$ cat config.mk
export PLATFORM = sky130hd
export DESIGN_NAME = axi_rd_arbiter_flat
export DESIGN_NICKNAME = d
export VERILOG_FILES = /design/src/rtl/axi_rd_arbiter_if.sv /design/src/rtl/axi_rd_arbiter.sv /design/src/flat_wrapper.sv
export SDC_FILE = /design/constraint.sdc
export NUM_CORES = 1
export LEC_CHECK = 0
export ABC_AREA = 1
export CELL_PAD_IN_SITES_DETAIL_PLACEMENT = 0
export CELL_PAD_IN_SITES_GLOBAL_PLACEMENT = 1
export CORE_MARGIN = 3
export CORE_UTILIZATION = 20
export DETAILED_ROUTE_END_ITERATION = 8
export PLACE_DENSITY = 0.78
export SYNTH_ARGS = -nofsm -noshare
export SYNTH_HDL_FRONTEND = slang
export SYNTH_SLANG_ARGS = --single-unit
$ cat constraint.sdc
create_clock -name aclk -period 1.88 [get_ports aclk]
set_input_delay 0.188 -clock aclk [delete_from_list [all_inputs] [get_ports aclk]]
set_output_delay 0.188 -clock aclk [all_outputs]
set_load 0.02 [all_outputs]
$ cat src/rtl/axi_rd_arbiter_if.sv
// Signal bundle between the IFU/LSU request ports, the read arbiter and the
// AXI AR/R read channels. The master modport is the arbiter's view (it owns
// the AXI master read channel); the slave modport is the surrounding view
// (requesters plus the AXI slave side).
//
// Handshake rules:
//   AR: arvalid/araddr/arid are held stable from the cycle arvalid rises until
//       the cycle arvalid & arready are both 1; the beat transfers on that edge.
//   R : rready is constantly 1, so every cycle with rvalid=1 is a transfer.
//   Requesters hold *_req and *_addr until *_addr_ok=1 in the same cycle.
interface axi_rd_arbiter_if #(
    parameter int ADDR_W = 32,
    parameter int DATA_W = 32,
    parameter int ID_W   = 4
);
    logic              ifu_req;
    logic [ADDR_W-1:0] ifu_addr;
    logic              ifu_cancel;
    logic              ifu_addr_ok;
    logic              ifu_rvalid;
    logic [DATA_W-1:0] ifu_rdata;
    logic              ifu_rerr;

    logic              lsu_req;
    logic [ADDR_W-1:0] lsu_addr;
    logic              lsu_addr_ok;
    logic              lsu_rvalid;
    logic [DATA_W-1:0] lsu_rdata;
    logic              lsu_rerr;

    logic [ID_W-1:0]   arid;
    logic [ADDR_W-1:0] araddr;
    logic              arvalid;
    logic              arready;

    logic [ID_W-1:0]   rid;
    logic [DATA_W-1:0] rdata;
    logic [1:0]        rresp;
    logic              rlast;
    logic              rvalid;
    logic              rready;

    modport master (
        input  ifu_req, ifu_addr, ifu_cancel,
        output ifu_addr_ok, ifu_rvalid, ifu_rdata, ifu_rerr,
        input  lsu_req, lsu_addr,
        output lsu_addr_ok, lsu_rvalid, lsu_rdata, lsu_rerr,
        output arid, araddr, arvalid,
        input  arready,
        input  rid, rdata, rresp, rlast, rvalid,
        output rready
    );

    modport slave (
        output ifu_req, ifu_addr, ifu_cancel,
        input  ifu_addr_ok, ifu_rvalid, ifu_rdata, ifu_rerr,
        output lsu_req, lsu_addr,
        input  lsu_addr_ok, lsu_rvalid, lsu_rdata, lsu_rerr,
        input  arid, araddr, arvalid,
        output arready,
        output rid, rdata, rresp, rlast, rvalid,
        input  rready
    );
endinterface

$ cat src/rtl/axi_rd_arbiter.sv
// Read-channel arbiter: shares one AXI AR/R channel between instruction fetch
// (IFU) and loads (LSU). One read outstanding per requester, round-robin on
// ties, registered AR beat, R beats routed back by ID, and cancelled fetch
// responses swallowed.
module axi_rd_arbiter #(
    parameter int              ADDR_W = 32,
    parameter int              DATA_W = 32,
    parameter int              ID_W   = 4,
    parameter logic [ID_W-1:0] IFU_ID = '0,
    parameter logic [ID_W-1:0] LSU_ID = {{(ID_W-1){1'b0}}, 1'b1}
) (
    input  logic               aclk,
    input  logic               aresetn,
    axi_rd_arbiter_if.master   bus
);

    // AR beat register; ar_busy_q is arvalid itself
    logic              ar_busy_q, ar_busy_d;
    logic [ADDR_W-1:0] araddr_q,  araddr_d;
    logic [ID_W-1:0]   arid_q,    arid_d;
    // per-requester outstanding flags and the fetch-drop flag
    logic              ifu_out_q,  ifu_out_d;
    logic              lsu_out_q,  lsu_out_d;
    logic              ifu_drop_q, ifu_drop_d;
    // 1 = LSU won the most recent grant, 0 = IFU
    logic              last_lsu_q, last_lsu_d;

    logic slot_free;
    logic ifu_elig, lsu_elig;
    logic ifu_win,  lsu_win;
    logic beat_done;
    logic ifu_hit,  lsu_hit;
    logic ifu_pulse;

    // The slot frees in the same cycle the pending beat handshakes, so
    // back-to-back accepts need no bubble.
    assign slot_free = ~ar_busy_q | bus.arready;
    assign ifu_elig  = bus.ifu_req & ~ifu_out_q;
    assign lsu_elig  = bus.lsu_req & ~lsu_out_q;
    // Gated by aresetn so no accept is signalled while reset is asserted.
    assign lsu_win   = aresetn & slot_free & lsu_elig & (~ifu_elig | ~last_lsu_q);
    assign ifu_win   = aresetn & slot_free & ifu_elig & (~lsu_elig |  last_lsu_q);

    assign beat_done = bus.rvalid & bus.rlast;
    assign ifu_hit   = beat_done & (bus.rid == IFU_ID) & ifu_out_q;
    assign lsu_hit   = beat_done & (bus.rid == LSU_ID) & lsu_out_q;
    // A cancel arriving with the response kills that response directly.
    assign ifu_pulse = ifu_hit & ~ifu_drop_q & ~bus.ifu_cancel;

    assign bus.ifu_addr_ok = ifu_win;
    assign bus.lsu_addr_ok = lsu_win;
    assign bus.ifu_rvalid  = ifu_pulse;
    assign bus.ifu_rdata   = ifu_pulse ? bus.rdata : {DATA_W{1'b0}};
    assign bus.ifu_rerr    = ifu_pulse & (|bus.rresp);
    assign bus.lsu_rvalid  = lsu_hit;
    assign bus.lsu_rdata   = lsu_hit ? bus.rdata : {DATA_W{1'b0}};
    assign bus.lsu_rerr    = lsu_hit & (|bus.rresp);
    assign bus.arvalid     = ar_busy_q;
    assign bus.araddr      = araddr_q;
    assign bus.arid        = arid_q;
    assign bus.rready      = 1'b1;

    // Next-state: AR slot load/release, outstanding tracking, drop, round-robin
    always_comb begin
        ar_busy_d  = ar_busy_q;
        araddr_d   = araddr_q;
        arid_d     = arid_q;
        ifu_out_d  = ifu_out_q;
        lsu_out_d  = lsu_out_q;
        ifu_drop_d = ifu_drop_q;
        last_lsu_d = last_lsu_q;

        if (lsu_win) begin
            ar_busy_d  = 1'b1;
            araddr_d   = bus.lsu_addr;
            arid_d     = LSU_ID;
            last_lsu_d = 1'b1;
        end else if (ifu_win) begin
            ar_busy_d  = 1'b1;
            araddr_d   = bus.ifu_addr;
            arid_d     = IFU_ID;
            last_lsu_d = 1'b0;
        end else if (ar_busy_q & bus.arready) begin
            ar_busy_d  = 1'b0;
        end

        // Accept and response for one requester are mutually exclusive
        // because accept needs *_out clear and a response needs it set.
        if (ifu_win) begin
            ifu_out_d = 1'b1;
        end else if (ifu_hit) begin
            ifu_out_d = 1'b0;
        end
        if (lsu_win) begin
            lsu_out_d = 1'b1;
        end else if (lsu_hit) begin
            lsu_out_d = 1'b0;
        end

        if (ifu_hit) begin
            ifu_drop_d = 1'b0;
        end else if (bus.ifu_cancel & (ifu_out_q | ifu_win)) begin
            ifu_drop_d = 1'b1;
        end
    end

    // State registers; reset abandons every in-flight read
    always_ff @(posedge aclk or negedge aresetn) begin
        if (!aresetn) begin
            ar_busy_q  <= 1'b0;
            araddr_q   <= '0;
            arid_q     <= '0;
            ifu_out_q  <= 1'b0;
            lsu_out_q  <= 1'b0;
            ifu_drop_q <= 1'b0;
            last_lsu_q <= 1'b0;
        end else begin
            ar_busy_q  <= ar_busy_d;
            araddr_q   <= araddr_d;
            arid_q     <= arid_d;
            ifu_out_q  <= ifu_out_d;
            lsu_out_q  <= lsu_out_d;
            ifu_drop_q <= ifu_drop_d;
            last_lsu_q <= last_lsu_d;
        end
    end

endmodule
$ cat src/flat_wrapper.sv
// flat-port wrapper written by rule: the top's interface ports become plain ports
module axi_rd_arbiter_flat 
#(
    parameter int              ADDR_W = 32,
    parameter int              DATA_W = 32,
    parameter int              ID_W   = 4,
    parameter logic [ID_W-1:0] IFU_ID = '0,
    parameter logic [ID_W-1:0] LSU_ID = {{(ID_W-1){1'b0}}, 1'b1}
)
  (aclk, aresetn, bus_ifu_req, bus_ifu_addr, bus_ifu_cancel, bus_ifu_addr_ok, bus_ifu_rvalid, bus_ifu_rdata, bus_ifu_rerr, bus_lsu_req, bus_lsu_addr, bus_lsu_addr_ok, bus_lsu_rvalid, bus_lsu_rdata, bus_lsu_rerr, bus_arid, bus_araddr, bus_arvalid, bus_arready, bus_rid, bus_rdata, bus_rresp, bus_rlast, bus_rvalid, bus_rready);
  axi_rd_arbiter_if #(.ADDR_W(ADDR_W), .DATA_W(DATA_W), .ID_W(ID_W)) bus_i ();
  input  logic aclk;
  input  logic aresetn;
  input wire logic [$bits(bus_i.ifu_req)-1:0] bus_ifu_req;
  input wire logic [$bits(bus_i.ifu_addr)-1:0] bus_ifu_addr;
  input wire logic [$bits(bus_i.ifu_cancel)-1:0] bus_ifu_cancel;
  output wire logic [$bits(bus_i.ifu_addr_ok)-1:0] bus_ifu_addr_ok;
  output wire logic [$bits(bus_i.ifu_rvalid)-1:0] bus_ifu_rvalid;
  output wire logic [$bits(bus_i.ifu_rdata)-1:0] bus_ifu_rdata;
  output wire logic [$bits(bus_i.ifu_rerr)-1:0] bus_ifu_rerr;
  input wire logic [$bits(bus_i.lsu_req)-1:0] bus_lsu_req;
  input wire logic [$bits(bus_i.lsu_addr)-1:0] bus_lsu_addr;
  output wire logic [$bits(bus_i.lsu_addr_ok)-1:0] bus_lsu_addr_ok;
  output wire logic [$bits(bus_i.lsu_rvalid)-1:0] bus_lsu_rvalid;
  output wire logic [$bits(bus_i.lsu_rdata)-1:0] bus_lsu_rdata;
  output wire logic [$bits(bus_i.lsu_rerr)-1:0] bus_lsu_rerr;
  output wire logic [$bits(bus_i.arid)-1:0] bus_arid;
  output wire logic [$bits(bus_i.araddr)-1:0] bus_araddr;
  output wire logic [$bits(bus_i.arvalid)-1:0] bus_arvalid;
  input wire logic [$bits(bus_i.arready)-1:0] bus_arready;
  input wire logic [$bits(bus_i.rid)-1:0] bus_rid;
  input wire logic [$bits(bus_i.rdata)-1:0] bus_rdata;
  input wire logic [$bits(bus_i.rresp)-1:0] bus_rresp;
  input wire logic [$bits(bus_i.rlast)-1:0] bus_rlast;
  input wire logic [$bits(bus_i.rvalid)-1:0] bus_rvalid;
  output wire logic [$bits(bus_i.rready)-1:0] bus_rready;
  assign bus_i.ifu_req = bus_ifu_req;
  assign bus_i.ifu_addr = bus_ifu_addr;
  assign bus_i.ifu_cancel = bus_ifu_cancel;
  assign bus_ifu_addr_ok = bus_i.ifu_addr_ok;
  assign bus_ifu_rvalid = bus_i.ifu_rvalid;
  assign bus_ifu_rdata = bus_i.ifu_rdata;
  assign bus_ifu_rerr = bus_i.ifu_rerr;
  assign bus_i.lsu_req = bus_lsu_req;
  assign bus_i.lsu_addr = bus_lsu_addr;
  assign bus_lsu_addr_ok = bus_i.lsu_addr_ok;
  assign bus_lsu_rvalid = bus_i.lsu_rvalid;
  assign bus_lsu_rdata = bus_i.lsu_rdata;
  assign bus_lsu_rerr = bus_i.lsu_rerr;
  assign bus_arid = bus_i.arid;
  assign bus_araddr = bus_i.araddr;
  assign bus_arvalid = bus_i.arvalid;
  assign bus_i.arready = bus_arready;
  assign bus_i.rid = bus_rid;
  assign bus_i.rdata = bus_rdata;
  assign bus_i.rresp = bus_rresp;
  assign bus_i.rlast = bus_rlast;
  assign bus_i.rvalid = bus_rvalid;
  assign bus_rready = bus_i.rready;
  axi_rd_arbiter #(.ADDR_W(ADDR_W), .DATA_W(DATA_W), .ID_W(ID_W), .IFU_ID(IFU_ID), .LSU_ID(LSU_ID)) u_core (.aclk(aclk), .aresetn(aresetn), .bus(bus_i));
endmodule
## Word level (Yosys, flattened, before mapping)

Index checks and enable logic that the tools add are counted.

| word-level totals | value |
|---|---|
| bits in registers | 41 |
| input port bits | 110 |
| output and inout port bits | 108 |
| logic and storage cells | 62 |

| cells by class | value |
|---|---|
| eq/ne operators | 1 |
| multiplexer cells | 17 |
| bitwise logic cells | 30 |
| reductions and logical operators | 7 |

Operators by type and width:

| cell | count |
|---|---|
| 32-bit 2-to-1 mux | 4 |
| 1-bit bitwise AND | 18 |
| 1-bit 2-to-1 mux | 11 |
| 4-bit 2-to-1 mux | 2 |
| 1-bit inverter | 8 |
| 2-bit nonzero test | 4 |
| 4-bit by 1-bit == test with 1-bit output, second input constant | 1 |
| 4-bit logical NOT | 1 |
| 1-bit OR | 4 |
| 3-bit nonzero test | 1 |
| 2-bit OR reduction | 1 |

## Longest topological paths before layout

Gate-level depths: netlist of the first run.

| depth | value |
|---|---|
| word-level depth | 9 |
| depth in mapped cells | 7 |
| gate-level depth less buffers | 6 |

## Least setup slack after synthesis of the first run

Ideal clock, no wire load.

| timing | value |
|---|---|
| kind | register to output |
| start | register u_core.ar_busy_q, in the netlist u_core.bus.arvalid |
| end | output port bus_lsu_addr_ok |
| arrival time | 1.358 ns |
| required time | 1.692 ns |
| setup slack | 0.334 ns |
| cell stages (with the launch flop) | 6 |
| path buffers | 2 |
| cell sequence | dfrtp_1 -> a21oi_4 -> nand3_2 -> buf_2 -> buf_6 -> inv_1 |

| between the ends | value |
|---|---|
| word-level cells in the longest chain between the ends | 5 |

Ends and longest elaborated chain:

| what | RTL line | source |
|---|---|---|
| start, declared | axi_rd_arbiter.sv:18 | `logic ar_busy_q, ar_busy_d;` |
| start signal, assigned | axi_rd_arbiter.sv:118 | `ar_busy_q <= ar_busy_d;` |
| 1-bit inverter | axi_rd_arbiter.sv:37 | `assign slot_free = ~ar_busy_q \| bus.arready;` |
| 1-bit OR | axi_rd_arbiter.sv:37 |  |
| 1-bit bitwise AND (3 in series) | axi_rd_arbiter.sv:41 | `assign lsu_win = aresetn & slot_free & lsu_elig & (~ifu_elig \| ~last_lsu_q);` |
| end, declared | flat_wrapper.sv:23 | `output wire logic [$bits(bus_i.lsu_addr_ok)-1:0] bus_lsu_addr_ok;` |

Every way passes these cells.

## Worst setup path after layout of the first run

| timing | value |
|---|---|
| start | input port bus_rvalid |
| end | output port bus_lsu_rdata[6] |

| between the ends | value |
|---|---|
| word-level cells in the longest chain between the ends | 4 |

Ends and longest elaborated chain:

| what | RTL line | source |
|---|---|---|
| start, declared | flat_wrapper.sv:35 | `input wire logic [$bits(bus_i.rvalid)-1:0] bus_rvalid;` |
| 1-bit bitwise AND | axi_rd_arbiter.sv:44 | `assign beat_done = bus.rvalid & bus.rlast;` |
| 1-bit bitwise AND (2 in series) | axi_rd_arbiter.sv:46 | `assign lsu_hit = beat_done & (bus.rid == LSU_ID) & lsu_out_q;` |
| 32-bit 2-to-1 mux | axi_rd_arbiter.sv:56 | `assign bus.lsu_rdata = lsu_hit ? bus.rdata : {DATA_W{1'b0}};` |
| end, declared | flat_wrapper.sv:25 | `output wire logic [$bits(bus_i.lsu_rdata)-1:0] bus_lsu_rdata;` |

Every way passes these cells.

==> results of run 1 <==
==> state kept, by name, indices dropped and copies added (netlist names) <==
| signal | cells |
|---|---|
| u_core.ifu_drop_q | 1 |
| u_core.bus.araddr | 32 |
| u_core.ifu_out_q | 1 |
| u_core.lsu_out_q | 1 |
| u_core.bus.arvalid | 1 |
| u_core.bus.arid | 1 |
==> final cells by class <==
cell class / instances / area, um2
Multi-Input combinational cell: 256 / 1190
Inverter: 108 / 405
Clock inverter: 1 / 8.76
Timing Repair Buffer: 232 / 2010
Sequential cell: 37 / 926
Fill cell: 1379 / 7950
Tap cell: 172 / 215
Clock buffer: 6 / 129
==> power by group through the flow <==
| stage | logic, mW | clock network [mW] | registers (mW) |
|---|---|---|---|
| after floorplan | 0.869 | 0 | 1.78 |
| after global placement | 2.51 | 0 | 1.41 |
| after detailed placement | 2.54 | 0 | 1.41 |
| after CTS | 2.54 | 0.816 | 1.41 |
| after global routing | 2.73 | 0.850 | 1.45 |
| final | 2.50 | 0.787 | 1.40 |
==> placed cells by master (no fill, tap or decap), drive strengths merged <==
cell / instances
clkdlybuf4s50: 142
inv: 108
nor2: 74
nand2: 70
nand3: 69
buf: 53
dfrtp: 37
nand4: 33
clkbuf: 31
dlygate4sd2: 9
conb: 4
o21ai: 3
clkdlybuf4s15: 3
nor3: 1
a21oi: 1
nand3b: 1
clkinv: 1
==> synth_stat cells, drive strengths merged <==
library cell  number  area (um2)
nand3b             1        7.51
dfrtp             37         926
clkbuf            16        60.1
inv              108         405
nor2              74         280
nor3               1        5.00
nand4             33         206
nand2             70         265
o21ai              3        15.0
a21oi              1        16.3
nand3             69         368
buf               17         106
conb               2        7.51
==> cells by family after synthesis <==
| family | after synthesis | synth area share [%] |
|---|---|---|
| buffers and inverters | 141 | 21.4 |
| other | 2 | 0.281 |
| AO/OA/AOI/OAI | 4 | 1.17 |
| flip-flops | 37 | 34.7 |
| AND/OR/NAND/NOR | 248 | 42.4 |
==> critical path, delay by kind of cell <==
family,cells,cell delay (ns)
simple gates,4,0.40
buf+inv,3,1.01
==> routing by layer <==
layer	global-route usage, %	part of all wire [%]
met5	0	0.12
met4	2.38	0.50
met3	3.59	9.6
met2	23.6	48
met1	16.8	41
==> per-stage QoR <==
| step | std cells | hold WS (ns) | area, um2 |
|---|---|---|---|
| after floorplan | 434 | -0.108 | 2680 |
| after global placement | 805 | 0.294 | 5030 |
| after detailed placement | 805 | 0.312 | 5030 |
| after CTS | 812 | 0.0152 | 5170 |
| after global routing | 812 | 0.0411 | 4880 |
| final | 812 | -0.0123 | 4880 |
==> how the worst max path moves through the flow <==
| stage | from | to | slack, ns | cells past startpoint |
|---|---|---|---|---|
| after floorplan | u_core.bus.arvalid | bus_lsu_addr_ok | 0.33 | 5 |
| after global placement | bus_rid[3] | bus_ifu_rdata[31] | -0.37 | 8 |
| after detailed placement | bus_rid[3] | bus_ifu_rdata[24] | -0.40 | 8 |
| after CTS | bus_rvalid | bus_lsu_rdata[23] | 0.001 | 7 |
| after global routing | bus_rlast | bus_lsu_rerr | 0.001 | 7 |
| final | bus_rvalid | bus_lsu_rdata[6] | 0.08 | 7 |
==> flow_metrics.tcl, run 1 <==
set metrics [dict create \
    status "finished, violations left" \
    violations "negative hold slack" \
    synth_area_um2 2670 \
    wl_um 10700 \
    power_density_nw_per_um2 961 \
    reg2reg_from "u_core.ifu_out_q" \
    period_share_pct 95.5 \
    crit_path_end_kind "output port" \
    wl_per_cell_um 13.1 \
    grt_setup_unrepaired "false" \
    grt_pass1_wl_um 16300 \
    grt_start_max_net_pins 51 \
    fin_crit_ns 1.80 \
    holdWs_ns -0.0123 \
    avgViaCountPerCell 4.19 \
    ys_seq_area_share_pct 34.7 \
    ys_types 21 \
    fin_ws_ns 0.0841 \
    grt_overflow 0 \
    nNetsFinal 750 \
    crit_slowest_cell "clkdlybuf4s50_1" \
    drt-initial-drc-count 133 \
    syn_inst 432 \
    cp.required_ns 1.69 \
    fp.dieArea_um2 14800 \
    drc 0 \
    max_stage_delay_ns 0.45 \
    cap_violations 0 \
    fin_tns_setup_ns 0 \
    grt_pass1_vias 3274 \
    cts_resized 140 \
    syn_avg_cell_area_um2 6.18 \
    synth_warnings 0 \
    final-setup-viol-count 0 \
    dp_hpwl_um 8230 \
    ctsHoldBuffers 0 \
    drive_above_1_share_pct 14.7 \
    p_int_mw 2.82 \
    crit_arrival_ns 1.61 \
    cts.sinks 37 \
    antenna_cells 0 \
    seq_power_share_pct 29.9 \
    grt_usage_pct 13.5 \
    max_freq_ghz 0.557 \
    core-area_um2 12800 \
    cp_common_cell "nor2_1" \
    postCtsSetupBuffers 0 \
    clockRootBuffer "clkbuf_16" \
    path_clk_slew_ns 0.05 \
    cts_made_buffers 5 \
    slew_violations 0 \
    final-hold-violation-count 32 \
    drtPass1Iterations 7 \
    peakVddDrop_mv 0.571 \
    syn_to_final_growth_pct 82.7 \
    routed-via-count 3399 \
    p_sw_share_pct 39.9 \
    cellLeakagePower_nw 2.77 \
    startpoint_type "primary input" \
    ys_seq_elements 37 \
    p_clk_share_pct 16.8 \
    start_util_pct 20.8 \
    clk_latency_ns 0.27 \
    combinationalPowerShare_pct 53.3 \
    cts_tree "built" \
    ant_nets 0 \
    fp.dieH_um 122 \
    path_max_fanout 27 \
    antenna_found_initial 1 \
    hp-class "in -> async" \
    io-pin-count 218 \
    fin_skew_ns 0.00492 \
    worstReg2RegEnd "u_core.bus.araddr[2]" \
    htree_levels 2 \
    io_buffers 213 \
    detailedPlace.worstSlack_ns -0.399 \
    p_total_mw 4.69 \
    switchingPower_mw 1.87 \
    final_core_util_pct 38.0 \
    r2r_cells 9 \
    worstSetupPathType "in -> out" \
    rows 41 \
    die_w_um 122 \
    clockBufferDepth 2 \
    gp_congestion 0.767 \
    r2r_slack_ns 0.28 \
    cp_cell_sequence "clkdlybuf4s50_1, nand2_1, nor2_1, nand4_1, buf_4, nor2_1, clkdlybuf4s15_1" \
]
(Power assumes the default switching activity.)
==> run 2, diff against run 1 <==
--- a/config.mk
+++ b/config.mk
@@ -10,6 +10,7 @@
 export CELL_PAD_IN_SITES_GLOBAL_PLACEMENT = 1
 export CORE_MARGIN = 3
 export CORE_UTILIZATION = 20
+export CTS_CLUSTER_DIAMETER = 120
 export DETAILED_ROUTE_END_ITERATION = 8
 export PLACE_DENSITY = 0.78
 export SYNTH_ARGS = -nofsm -noshare
==> results of run 2 <==
No change in the layout: final DEF, timing and power equal those of run 1.
